--- config.mk ---
export PLATFORM = sky130hd
export DESIGN_NAME = gem_tmb_frame_rx
export DESIGN_NICKNAME = d
export VERILOG_FILES = /design/src/rtl/gem_tmb_frame_rx_pkg.sv /design/src/rtl/gem_tmb_word_class.sv /design/src/rtl/gem_tmb_frame_rx.sv
export SDC_FILE = /design/constraint.sdc
export NUM_CORES = 1
export LEC_CHECK = 0
export ABC_AREA = 1
export CELL_PAD_IN_SITES_DETAIL_PLACEMENT = 1
export CELL_PAD_IN_SITES_GLOBAL_PLACEMENT = 1
export CORE_MARGIN = 10
export CORE_UTILIZATION = 30
export DETAILED_ROUTE_END_ITERATION = 10
export GPL_ROUTABILITY_DRIVEN = 0
export GPL_TIMING_DRIVEN = 0
export HOLD_SLACK_MARGIN = 0.02
export PLACE_DENSITY = 0.82
export SYNTH_ARGS = -nofsm -noshare
export SYNTH_HDL_FRONTEND = slang
export SYNTH_SLANG_ARGS = --single-unit
export TNS_END_PERCENT = 5
--- constraint.sdc ---
create_clock -name TMB_CLK80 -period 2.1 [get_ports TMB_CLK80]
set_clock_uncertainty 0.1 [all_clocks]
set_input_delay 0.42 -clock TMB_CLK80 [delete_from_list [all_inputs] [get_ports TMB_CLK80]]
set_output_delay 0.42 -clock TMB_CLK80 [all_outputs]
set_load 0.01 [all_outputs]
--- src/rtl/gem_tmb_frame_rx_pkg.sv ---
// Shared TMB link definitions: K-character constants, word classes, receiver states.
// Used by both the receive deframer and the transmit framer so both ends agree on the line code.
// No logic here.
package gem_tmb_frame_rx_pkg;

  // K28.5 in the low byte, D16.2 above it: ordinary frame separator.
  localparam logic [15:0] K_SEP_BC    = 16'h50BC;
  // K28.7 in the low byte: separator that also marks a latency-trigger frame.
  localparam logic [15:0] K_SEP_FC    = 16'h50FC;
  // Idle word is two K28.5 commas, K flags on bytes 0 and 2.
  localparam logic [31:0] K_IDLE_WORD = 32'h50BC50BC;
  localparam logic [3:0]  ISK_IDLE    = 4'b0101;
  localparam logic [3:0]  ISK_SEP     = 4'b0001;
  localparam logic [3:0]  ISK_DATA    = 4'b0000;

  typedef enum logic [1:0] {
    ST_HUNT   = 2'd0,
    ST_SYNC   = 2'd1,
    ST_LOCKED = 2'd2
  } rx_state_t;

  typedef enum logic [1:0] {
    WC_DATA = 2'd0,
    WC_SEP  = 2'd1,
    WC_IDLE = 2'd2,
    WC_BAD  = 2'd3
  } word_class_t;

endpackage

--- src/rtl/gem_tmb_word_class.sv ---
// Classifies one decoded GTP word as DATA, SEP, IDLE or BAD.
// Latency: purely combinational.
// Backpressure: none; evaluates every cycle.
module gem_tmb_word_class
  import gem_tmb_frame_rx_pkg::*;
(
  input  logic [31:0] rx_data,
  input  logic [3:0]  rx_isk,
  input  logic [3:0]  rx_disperr,
  input  logic [3:0]  rx_notintable,
  output word_class_t wclass,
  output logic        sep_is_fc
);

  logic sep_low_ok;

  // Any code-level error wins; then the K pattern decides the class.
  always_comb begin
    wclass     = WC_BAD;
    sep_low_ok = (rx_data[15:0] == K_SEP_BC) || (rx_data[15:0] == K_SEP_FC);
    sep_is_fc  = (rx_data[15:0] == K_SEP_FC);
    if ((rx_disperr | rx_notintable) != 4'b0000) begin
      wclass = WC_BAD;
    end else if ((rx_data == K_IDLE_WORD) && (rx_isk == ISK_IDLE)) begin
      wclass = WC_IDLE;
    end else if ((rx_isk == ISK_SEP) && sep_low_ok) begin
      wclass = WC_SEP;
    end else if (rx_isk == ISK_DATA) begin
      wclass = WC_DATA;
    end else begin
      wclass = WC_BAD;
    end
  end

endmodule

--- src/rtl/gem_tmb_frame_rx.sv ---
// TMB link receiver: finds DATA+SEP frames, manages HUNT/SYNC/LOCKED, emits 48-bit payloads.
// Latency: payload and strobes registered, one cycle after the SEP word.
// Backpressure: none; the GTP stream cannot be stalled, so every word is consumed.
module gem_tmb_frame_rx
  import gem_tmb_frame_rx_pkg::*;
#(
  parameter int LOCK_FRAMES = 4,
  parameter int UNLOCK_ERRS = 3
) (
  input  logic        TMB_CLK80,
  input  logic        TMB_RST,
  input  logic [31:0] rx_data,
  input  logic [3:0]  rx_isk,
  input  logic [3:0]  rx_disperr,
  input  logic [3:0]  rx_notintable,
  output logic [47:0] in_data,
  output logic        in_valid,
  output logic        LTNCY_TRIG,
  output logic        link_locked,
  output logic        link_idle,
  output logic [15:0] err_cnt
);

  localparam int GW = $clog2(LOCK_FRAMES + 1);
  localparam int BW = $clog2(UNLOCK_ERRS + 1);
  localparam logic [GW-1:0] GOOD_FULL = GW'(LOCK_FRAMES);
  localparam logic [GW-1:0] GOOD_LAST = GW'(LOCK_FRAMES - 1);
  localparam logic [BW-1:0] BAD_LAST  = BW'(UNLOCK_ERRS - 1);

  word_class_t wclass;
  logic        sep_is_fc;

  rx_state_t   state, state_nxt;
  logic        exp_sep, exp_sep_nxt;   // next word should be the SEP of a frame
  logic [GW-1:0] good_cnt, good_nxt;
  logic [BW-1:0] bad_cnt, bad_nxt;
  logic [15:0] err_nxt;
  logic [31:0] data_q, data_nxt;       // most recent DATA word, upper part of the payload
  logic [47:0] in_data_nxt;
  logic        valid_nxt;
  logic        frame_done;             // SEP arrived right after an accepted DATA word
  logic        word_err;               // BAD or out-of-phase word while synchronising/locked

  gem_tmb_word_class u_word_class (
    .rx_data       (rx_data),
    .rx_isk        (rx_isk),
    .rx_disperr    (rx_disperr),
    .rx_notintable (rx_notintable),
    .wclass        (wclass),
    .sep_is_fc     (sep_is_fc)
  );

  assign link_locked = (state == ST_LOCKED);

  // Register all state and outputs; reset returns to HUNT and drops any half-received frame.
  always_ff @(posedge TMB_CLK80) begin
    if (TMB_RST) begin
      state      <= ST_HUNT;
      exp_sep    <= 1'b0;
      good_cnt   <= '0;
      bad_cnt    <= '0;
      err_cnt    <= 16'd0;
      data_q     <= 32'd0;
      in_data    <= 48'd0;
      in_valid   <= 1'b0;
      LTNCY_TRIG <= 1'b0;
      link_idle  <= 1'b0;
    end else begin
      state      <= state_nxt;
      exp_sep    <= exp_sep_nxt;
      good_cnt   <= good_nxt;
      bad_cnt    <= bad_nxt;
      err_cnt    <= err_nxt;
      data_q     <= data_nxt;
      in_data    <= in_data_nxt;
      in_valid   <= valid_nxt;
      LTNCY_TRIG <= (wclass == WC_SEP) && sep_is_fc;
      link_idle  <= (wclass == WC_IDLE);
    end
  end

  // Phase tracking, lock state machine and counter updates for the current word.
  always_comb begin
    state_nxt   = state;
    exp_sep_nxt = exp_sep;
    good_nxt    = good_cnt;
    bad_nxt     = bad_cnt;
    err_nxt     = err_cnt;
    frame_done  = 1'b0;
    word_err    = 1'b0;
    data_nxt    = (wclass == WC_DATA) ? rx_data : data_q;

    // Any error forces the phase back to DATA, so a SEP seen during a slip resynchronises
    // and a slipped frame never produces a payload.
    unique case (wclass)
      WC_IDLE: exp_sep_nxt = 1'b0;
      WC_DATA: begin
        if ((state == ST_HUNT) || !exp_sep) begin
          exp_sep_nxt = 1'b1;
        end else begin
          word_err    = 1'b1;
          exp_sep_nxt = 1'b0;
        end
      end
      WC_SEP: begin
        exp_sep_nxt = 1'b0;
        if (exp_sep) begin
          frame_done = 1'b1;
        end else begin
          word_err = (state != ST_HUNT);
        end
      end
      WC_BAD: begin
        exp_sep_nxt = 1'b0;
        word_err    = (state != ST_HUNT);
      end
    endcase

    case (state)
      ST_HUNT: begin
        if (frame_done) begin
          state_nxt = (LOCK_FRAMES <= 1) ? ST_LOCKED : ST_SYNC;
          good_nxt  = GW'(1);
        end
      end
      ST_SYNC: begin
        if (word_err) begin
          state_nxt = ST_HUNT;
          good_nxt  = '0;
        end else if (frame_done) begin
          if (good_cnt >= GOOD_LAST) begin
            state_nxt = ST_LOCKED;
            good_nxt  = GOOD_FULL;
          end else begin
            good_nxt = good_cnt + GW'(1);
          end
        end
      end
      ST_LOCKED: begin
        if (word_err) begin
          err_nxt = (err_cnt == 16'hFFFF) ? err_cnt : err_cnt + 16'd1;
          if (bad_cnt >= BAD_LAST) begin
            state_nxt = ST_HUNT;
            bad_nxt   = '0;
            good_nxt  = '0;
          end else begin
            bad_nxt = bad_cnt + BW'(1);
          end
        end else if (wclass != WC_IDLE) begin
          bad_nxt = '0;
        end
      end
      default: begin
        state_nxt = ST_HUNT;
        good_nxt  = '0;
        bad_nxt   = '0;
      end
    endcase

    // The frame that completes the lock is delivered as well.
    valid_nxt   = frame_done && (state_nxt == ST_LOCKED);
    in_data_nxt = valid_nxt ? {data_q, rx_data[31:16]} : in_data;
  end

endmodule

==> results of run 1 <==
==> placed cells by master (no fill, tap or decap), drive strengths merged <==
cell	Yosys	routed
ha	3	3
inv	84	86
clkbuf	28	65
o22ai	1	1
o21ai	35	35
bufinv	0	2
a31oi	2	2
dlymetal6s2s	0	3
nand3b	2	2
nand2	124	124
a21oi	100	100
nor3	10	10
and2	1	1
nand3	80	80
nor4	2	2
xnor2	2	2
dfxtp	107	107
clkdlybuf4s50	0	68
dlygate4sd2	0	7
nor2	90	90
a211oi	1	1
nand4	6	6
o211ai	1	1
buf	14	51
clkinv	1	2
xor2	11	11
clkdlybuf4s15	0	5
==> routing by layer <==
metal / global-route usage / up-vias / share of wire
met3: 0.0430 / 38 / 0.050
met4: 0.0719 / 0 / 0.031
met1: 0.173 / 2487 / 0.41
met5: 0 / - / 0
met2: 0.282 / 121 / 0.51
li1: - / 2593 / -
==> cells by family after synthesis <==
group,Yosys count
flops,107
buf+inv,127
simple gates,315
compound gates,140
fa+ha+maj,3
xor+xnor,13
==> where the power goes <==
part	switching (mW)	internal, mW
clock network	0.781	1.04
logic	0.139	0.0945
registers	0.0000630	2.03
total	0.920	3.16
==> flip-flops by register name, indices dropped and copies added (netlist names) <==
register / count
bad_cnt: 2
LTNCY_TRIG: 1
exp_sep: 1
in_data: 48
link_idle: 1
in_valid: 1
state: 2
data_q: 32
good_cnt: 3
err_cnt: 16
==> critical path: cells and delay by family <==
| kind | cells | cell delay [ns] |
|---|---|---|
| buffers and inverters | 4 | 0.57 |
| and+or+nand+nor | 12 | 1.24 |
==> path summary, 6_finish.rpt <==
check	to	slack, ns	cells past startpoint	start
min reg2reg	data_q[22]	0.36	2	data_q[22]
min	data_q[10]	0.25	3	rx_data[10]
max reg2reg	in_data[47]	0.10	13	good_cnt[0]
max	in_data[47]	0.02	16	rx_disperr[3]
==> layout make-up <==
class / count / area [µm²] / area share
buffer: 42 / 338 / 0.0460
clock buffer: 9 / 225 / 0.0307
clock inverter: 5 / 86.3 / 0.0118
inverter: 85 / 324 / 0.0442
multi-input combinational: 471 / 2590 / 0.353
sequential: 107 / 2140 / 0.292
tap: 216 / 270 / 0.0368
timing repair buffer: 148 / 1360 / 0.186
==> repair_timing <==
item / in CTS / in global routing
hold buffers: 0 / 0
pin swaps: 38 / 56
endpoints found under the setup margin: 103 / 101
buffers inserted: 23 / 10
cloned: 1 / 2
gates resized for setup: 120 / 138
==> results.md, run 1 <==
* Max VDD drop at 338 µV
* Xor/xnor cell area share of the yosys netlist at 0.0232
* Share of layout cells above drive strength 1 at 0.227
* Period minus WS final at 2.08 ns
* Crit path required time at 2.25 ns
* Synthesized area at 4920 µm²
* Iter 0 DRT Violations at 156
* Pre-CTS setup slack at -0.821 ns
* Clock Latency Late Sink at 0.36 ns
* DP Area at 6320 µm²
* Post-synth top area cell: dfxtp_1
* Worst Slack Setup Final at 0.0163 ns
* CP Max Fanout at 10
* Die Width at 148 µm
* Nets at 913
* DR WL/cell at 16.8 µm
* Synth Area in Adders at 0.00764
* Total CTS buffers at 9
* Final Hold Vio Count at 0
* CTS tree: done
* Syn Area/Cell at 6.97 µm²
* Setup crit end kind: register
* Cells after DPL at 1034
* Overflow after GRT at 0
* Synth top area share at 0.436
* Layout area overhead at 49.3%
* Final setup violation count at 0
* Area contributors post-synth: dfxtp_1, a21oi_1, nand2_1
* Slew Viols, Final at 0
* Finished Core Util at 0.459
* Via density per instance at 4.84
* Core area at 16000 µm²
* Total nets after synthesis at 754
* Max Clk Rate at 480 MHz
* Hold WS at 0.247 ns
* Fill count at 2033
* Combinational family with the most area after synthesis: simple AND/OR/NAND/NOR gates
* Layout Cells excl Fill at 1083
* Final period utilization at 0.992
* Cell Chain, Critical Path: dlygate4sd2_1 > nor2_1 > nand2_1 > nor2_4 > and2_4 > nand3_4 > clkinv_4 > nand2_8 > nor2_4 > nand2_4 > nand2_8 > buf_12 > buf_8 > nand3_1 > nand2_1 > nor2_1
* Post-synth cell types at 32
* Final WL at 18200 µm
* Total power at 4.08 mW
* IO Count at 114
* Row Count at 46
* Max-slew headroom at 0.563
* Outcome: completed
* Crit-path slowest cell: dlygate4sd2_1
* Most common cell in the netlist: nand2_1
* Leakage power at 2.84 nW
* Top post-synthesis cells by count: nand2_1, dfxtp_1, a21oi_1, nor2_1
* Register area share after synthesis at 0.436
* EDFF count, synth at 0
* Pre-antenna DRT Iters at 4
* Asr flop ratio synth at 0
* CTS Buffer Depth at 2
* Crit start category: primary input
* Clock root cell: clkbuf_16
* Vias in the first global route at 5519
* Commonest register cell after synthesis: dfxtp_1
* Starting Density at 0.307
* Max-Cap Viols at 0
* Initial antenna violation count at 0
* Worst-path clk slew at 0.07 ns
* Post-route ant nets at 0
* Die area at 21900 µm²
* Simple-Gate Fraction of Synth Area at 0.280
* Slowest cell delay on critical path at 0.23 ns
* Worst Tran Pin Value at 0.655 ns
* FF+latch count, synth at 107
* Setup TNS at 0 ns
* Critical Path AT at 2.24 ns
* GRT Util Overall at 0.159
* First-pass GRT wire length at 28200 µm
* Synth Warn # at 0
* Total number of vias at 5239
* Die height at 148 µm
* Buffers on Ports at 113
* CTS Sinks at 107
* H-tree depth at 3
* Largest net degree at the start of global routing at 18
* WS Path Type: primary input to register
* Compound-Gate Fraction of Synth Area at 0.146
* RSZ-0062 raised after global routing: true
* Drt drc at 0
* Mux contribution to synthesized area at 0
* Design Area, Final at 7340 µm²
* Antenna diodes at 0
* Hpwl dp at 12700 µm
* Tightest Hold Check Type: primary input to register
* Post-Syn Instances at 705
* PD cells at 557 nW/µm²
Note: power is estimated with default switching activity, not from simulation.
==> run 2, diff against run 1 <==
--- a/config.mk
+++ b/config.mk
@@ -15,6 +15,7 @@
 export GPL_TIMING_DRIVEN = 0
 export HOLD_SLACK_MARGIN = 0.02
 export PLACE_DENSITY = 0.82
+export SETUP_SLACK_MARGIN = 0.1
 export SYNTH_ARGS = -nofsm -noshare
 export SYNTH_HDL_FRONTEND = slang
 export SYNTH_SLANG_ARGS = --single-unit
==> results.md, run 2 (synthesis gave the netlist of run 1 again) <==
* Reg2Reg Setup Slack at 0.14 ns
* Row Count at 46
* Share of layout cells above drive strength 1 at 0.293
* Overflow after GRT at 0
* Period minus WS final at 2.10 ns
* Die height at 148 µm
* DR WL/cell at 18.8 µm
* First-pass GRT wire length at 30600 µm
* Max Clk Rate at 477 MHz
* Initial antenna violation count at 0
* IO Count at 114
* PD cells at 541 nW/µm²
* Cells after DPL at 1034
* Clock Latency Late Sink at 0.35 ns
* Die Width at 148 µm
* Slew Viols, Final at 0
* GRT Util Overall at 0.174
* Outcome: completed
* Hold WS at 0.265 ns
* Total number of vias at 5480
* Final period utilization at 0.999
* Layout area overhead at 55.8%
* Largest register FFs at 48
* Buffers on Ports at 113
* Total CTS buffers at 9
* R2R Path Start: good_cnt[0]
* Hold buffer count at cts at 0
* Hpwl dp at 12700 µm
* Setup TNS at 0 ns
* Hold Crit Endpoint: data_q[8]
* CTS Buffer Depth at 2
* Vias in the first global route at 5860
* Crit path required time at 2.25 ns
* Antenna diodes at 0
* Max-Cap Viols at 0
* CP bufs+invs at 4
* Largest net degree at the start of global routing at 18
* Worst Tran Pin Value at 0.638 ns
* Worst R2R Path Depth at 13
* Crit start category: primary input
* Die area at 21900 µm²
* Top flop regs: in_data x48, data_q x32, err_cnt x16
* Reg with most FFs: in_data
* Post-route ant nets at 0
* Slowest cell delay on critical path at 0.18 ns
* CTS tree: done
* Clock root cell: clkbuf_16
* Leakage power at 2.94 nW
* Design Area, Final at 7660 µm²
* Worst hold start: rx_data[8]
* Max VDD drop at 445 µV
* Delay-heaviest family, CP: simple AND/OR/NAND/NOR gates
* Tightest Hold Check Type: primary input to register
* Max-slew headroom at 0.575
* DP Area at 6320 µm²
* Iter 0 DRT Violations at 182
* Setup crit end kind: register
* Total power at 4.14 mW
* CP Max Fanout at 6
* Worst-path clk slew at 0.07 ns
* Critical Path AT at 2.25 ns
* H-tree depth at 3
* Worst hold path stage count at 3
* Final Hold Vio Count at 0
* CTS Sinks at 107
* Layout Cells excl Fill at 1102
* RSZ-0062 raised after global routing: true
* Nets at 932
* Leading cell type in the layout, fill and taps excluded: dfxtp_1
* Most frequent cells in the layout: dfxtp_1, nand2_1, a21oi_1
* Final setup violation count at 0
* FF-to-FF End: in_data[10]
* Crit-path slowest cell: nor2_2
* Cell Chain, Critical Path: buf_2 > nor2_2 > nand2_2 > nor2_2 > nand2_1 > nor2_2 > nand3_2 > nand2_2 > nand2_4 > nand3_4 > nand2_4 > nand2_8 > buf_12 > buf_12 > buf_12 > nand3_2 > nand2_1 > nor2_1
* Drt drc at 0
* Via density per instance at 4.97
* Core area at 16000 µm²
* Pre-antenna DRT Iters at 4
* Starting Density at 0.307
* Final WL at 20700 µm
* WS Path Type: primary input to register
## run 2: how the worst max path moves through the flow
stage | to | startpoint | cells after the start | slack, ns
2_1_floorplan | in_data[0] | rx_data[10] | 16 | 0.12
3_3_place_gp | in_data[18] | rx_isk[0] | 17 | -0.78
3_5_place_dp | in_data[18] | rx_isk[0] | 17 | -0.82
4_1_cts | in_data[41] | rx_data[22] | 17 | 0.06
5_1_grt | in_data[21] | rx_data[31] | 18 | -0.09
6_report | in_data[21] | rx_data[31] | 18 | 0.003
## run 2: metal layers
metal | share of wire | track usage | vias up
met5 | 0 | 0 | -
met4 | 0.039 | 0.0808 | 0
met3 | 0.050 | 0.0479 | 54
met2 | 0.53 | 0.318 | 159
met1 | 0.38 | 0.180 | 2640
li1 | - | - | 2627
## run 2: power breakdown
group | total, mW | internal [mW] | leakage (nW) | switching (mW)
Clock | 1.83 | 1.04 | 0.152 | 0.791
Combinational | 0.283 | 0.116 | 1.93 | 0.167
Sequential | 2.03 | 2.03 | 0.862 | 0.0000692
## run 2: stage by stage
stage | util | worst slack [ns]
after global routing | 0.479 | -0.0896
after CTS | 0.463 | 0.0609
after floorplan | - | 0.122
after detailed placement | 0.395 | -0.821
after global placement | 0.395 | -0.780
final | 0.479 | 0.00291
## run 2: layout make-up
cell class              instances  area [µm²]
well taps                     216         270
multi-input cells             471        2730
clock inverters                 5        86.3
flip-flops and latches        107        2140
clock buffers                   9         225
inverters                      85         329
repair buffers                167        1540
plain buffers                  42         337
fillers                      2000        8340
## run 2: repair_timing
action	4_1_cts	5_1_grt
pin swaps	58	57
endpoints found under the hold margin	0	0
gates resized for setup	226	127
cloned	4	2
setup endpoints to repair	103	75
buffers inserted	39	12
## run 2: tightest hold or removal path, cell delays in order
cell and delay, ns:
buf_6 0.08, o21ai_0 0.08, a21oi_1 0.10
==> RTL change: new RTL, flow settings as in run 1 <==
Take the reset off `data_q` and `in_data` and load them in a clocked block of their own.
--- a/src/rtl/gem_tmb_frame_rx.sv
+++ b/src/rtl/gem_tmb_frame_rx.sv
@@ -60,8 +60,6 @@
       good_cnt   <= '0;
       bad_cnt    <= '0;
       err_cnt    <= 16'd0;
-      data_q     <= 32'd0;
-      in_data    <= 48'd0;
       in_valid   <= 1'b0;
       LTNCY_TRIG <= 1'b0;
       link_idle  <= 1'b0;
@@ -71,12 +69,15 @@
       good_cnt   <= good_nxt;
       bad_cnt    <= bad_nxt;
       err_cnt    <= err_nxt;
-      data_q     <= data_nxt;
-      in_data    <= in_data_nxt;
       in_valid   <= valid_nxt;
       LTNCY_TRIG <= (wclass == WC_SEP) && sep_is_fc;
       link_idle  <= (wclass == WC_IDLE);
     end
+  end
+
+  always_ff @(posedge TMB_CLK80) begin
+    data_q  <= data_nxt;
+    in_data <= in_data_nxt;
   end
 
   // Phase tracking, lock state machine and counter updates for the current word.
Function: differs if TMB_RST is asserted again (counterexample within 10 cycles, from zero or initial values and one cycle with TMB_RST high); with TMB_RST held inactive, the same outputs for 10 cycles.
==> RTL change against run 1 <==
The run now ends with setup timing left; count of clock-buffer cells in the layout grew 1; final area is 12% lower; setup slack lost 0.045 ns; wire length fell by 27%; power is essentially flat; combinational power decreased by 39%; critical path type unchanged; synthesized area down 13%; sequential cell count unchanged; critical endpoint is now in_data[27]; critical path depth fell by 3.
==> RTL change: results (changes against run 1) <==
GRT Resource Usage Total 0.136 (-0.0228); CTS Buf Count 9 (unchanged); H-tree depth 3 (unchanged); worst-path maximum fanout 5 (-5); Mapped Nets 398 (-47%); drt wl/cell 19.2 um (+15%); P_leak 2.27 nW (-20%); crit path DAT 2.09 ns (-0.15 ns); post-synth cell types 35 (+9.4%); initial antenna violation count 1 (+1); Worst-Skew Late Latency 0.35 ns; final hold violation count 0 (unchanged); DRT iter0 DRCs 153 (-1.9%); YS warnings 0 (unchanged); DR vias 3261 (-38%); vias in the first global route 3539 (-36%); Filler Cell Count 1475 (-27%); first-pass GRT wire length 20700 um (-27%); Clock Path Buffers 2 (unchanged); pin count of the biggest net entering global routing 18 (unchanged); Root Driver clkbuf_16; synth cell count leaders 80 x edfxtp_1, 51 x nand2_1, 34 x inv_1, 34 x nand3_1, 33 x nor2_1; Max VDD drop 0.354 mV (+4.8%); Psw 0.842 mW (-8.4%); Post-synth EDFFs 80 (+80); Setup violations, final 12 (+12); Most used DFF post-synth edfxtp_1; hpwl dp 8980 um (-29%); Setup WS post-layout -0.0292 ns (-0.0455 ns); share of layout cells above drive strength 1 0.323 (+0.0957); sequential element share of the synthesized area 0.691 (+0.255); 1st-pass router iterations 4 (unchanged); run status finished, violations left; final net count 556 (-39%); register clock-pin slew on the reported worst setup and hold paths 0.07 ns (about the same); I/O Buffers 113 (unchanged); Hold/Removal Path Class primary input to flop; Synth async-reset ratio 0 (unchanged); Slowest Stage Delay on Critical Path 0.26 ns (+0.03 ns); Place WS -1.66 ns (-0.844 ns); Slowest cell on crit path or2_4; Worst slew margin 0.528 (-0.0349); ranking of synthesized cells by area edfxtp_1 56%, dfxtp_1 13%, nand2_1 4.5%, nand3_1 4.0%, inv_1 3.0%; violations in the final reports setup timing; delay-heaviest family, CP simple AND/OR/NAND/NOR gates; Regs by FF count in_data (48), data_q (32), err_cnt (16); Cell Area, Placed 0.00567 mm2 (-10%)
-- RTL change: cell count changes after synthesis, sizes merged, moves of 25 or more --
cell | run 1 | this run
clkbuf | 28 | 3
a21oi | 100 | 22
o21ai | 35 | 0
nor2 | 90 | 37
dfxtp | 107 | 27
edfxtp | 0 | 80
nand2 | 124 | 66
inv | 84 | 35
nand3 | 80 | 36
-- RTL change: final cells by class --
cell class	count	area share
antenna	1	0.000389
buffer	6	0.00778
clock buffer	10	0.0356
clock inverter	5	0.00973
inverter	36	0.0230
multi-input combinational	204	0.227
sequential	107	0.458
tap	180	0.0350
timing repair buffer	143	0.204
-- RTL change: power groups by stage --
stage                     sequential (mW)  combinational [mW]  clock (mW)
after floorplan                      2.30              0.0317           0
after global placement               2.30               0.144           0
after detailed placement             2.30               0.150           0
after CTS                            2.25               0.136        1.73
after global routing                 2.25               0.157        1.82
final                                2.25               0.142        1.69
-- RTL change: logic make-up (layout without fill, tap and decap cells) --
group	count (synthesis)	count (layout)	share of synthesized area
AOI/OAI and AO/OA	29	32	0.0523
xor gates and xnor gates	14	14	0.0288
adders and majority gates	3	3	0.00881
buffers and inverters	42	200	0.0441
DFF	107	107	0.691
other	0	1	0
and+or+nand+nor	154	155	0.175
-- RTL change: routing by layer --
metal | vias up | GRT usage | routed length, um
met4 | 0 | 0.0500 | 204
met3 | 14 | 0.0428 | 874
met1 | 1608 | 0.157 | 5540
met2 | 108 | 0.232 | 6700
met5 | - | 0 | 0
li1 | 1531 | - | -
-- RTL change: path summary, 6_finish.rpt --
path	startpoint	endpoint	slack [ns]	cells after the start
max reg2reg	good_cnt[0]	in_data[27]	0.01	10
min	rx_data[0]	data_q[0]	0.15	1
max	rx_data[1]	in_data[27]	-0.03	13
min reg2reg	data_q[9]	in_data[25]	0.32	0
-- RTL change: repair_timing --
action | 4_1_cts | 5_1_grt
resized for setup | 153 | 50
pin swaps | 40 | 28
setup endpoints to repair | 104 | 101
setup buffers | 22 | 6
gates cloned | 6 | 0
-- RTL change: through the flow --
step	hold WS (ns)	cells	utilization	total power [mW]	TNS [ns]
after global placement	0.301	642	0.408	2.45	-128.49
after global routing	0.136	691	0.463	4.23	-4.45
after detailed placement	0.305	642	0.409	2.45	-121.48
after floorplan	0.300	349	-	2.33	-40.32
final	0.146	692	0.463	4.09	-0.223
after CTS	0.155	685	0.458	4.12	-0.0490
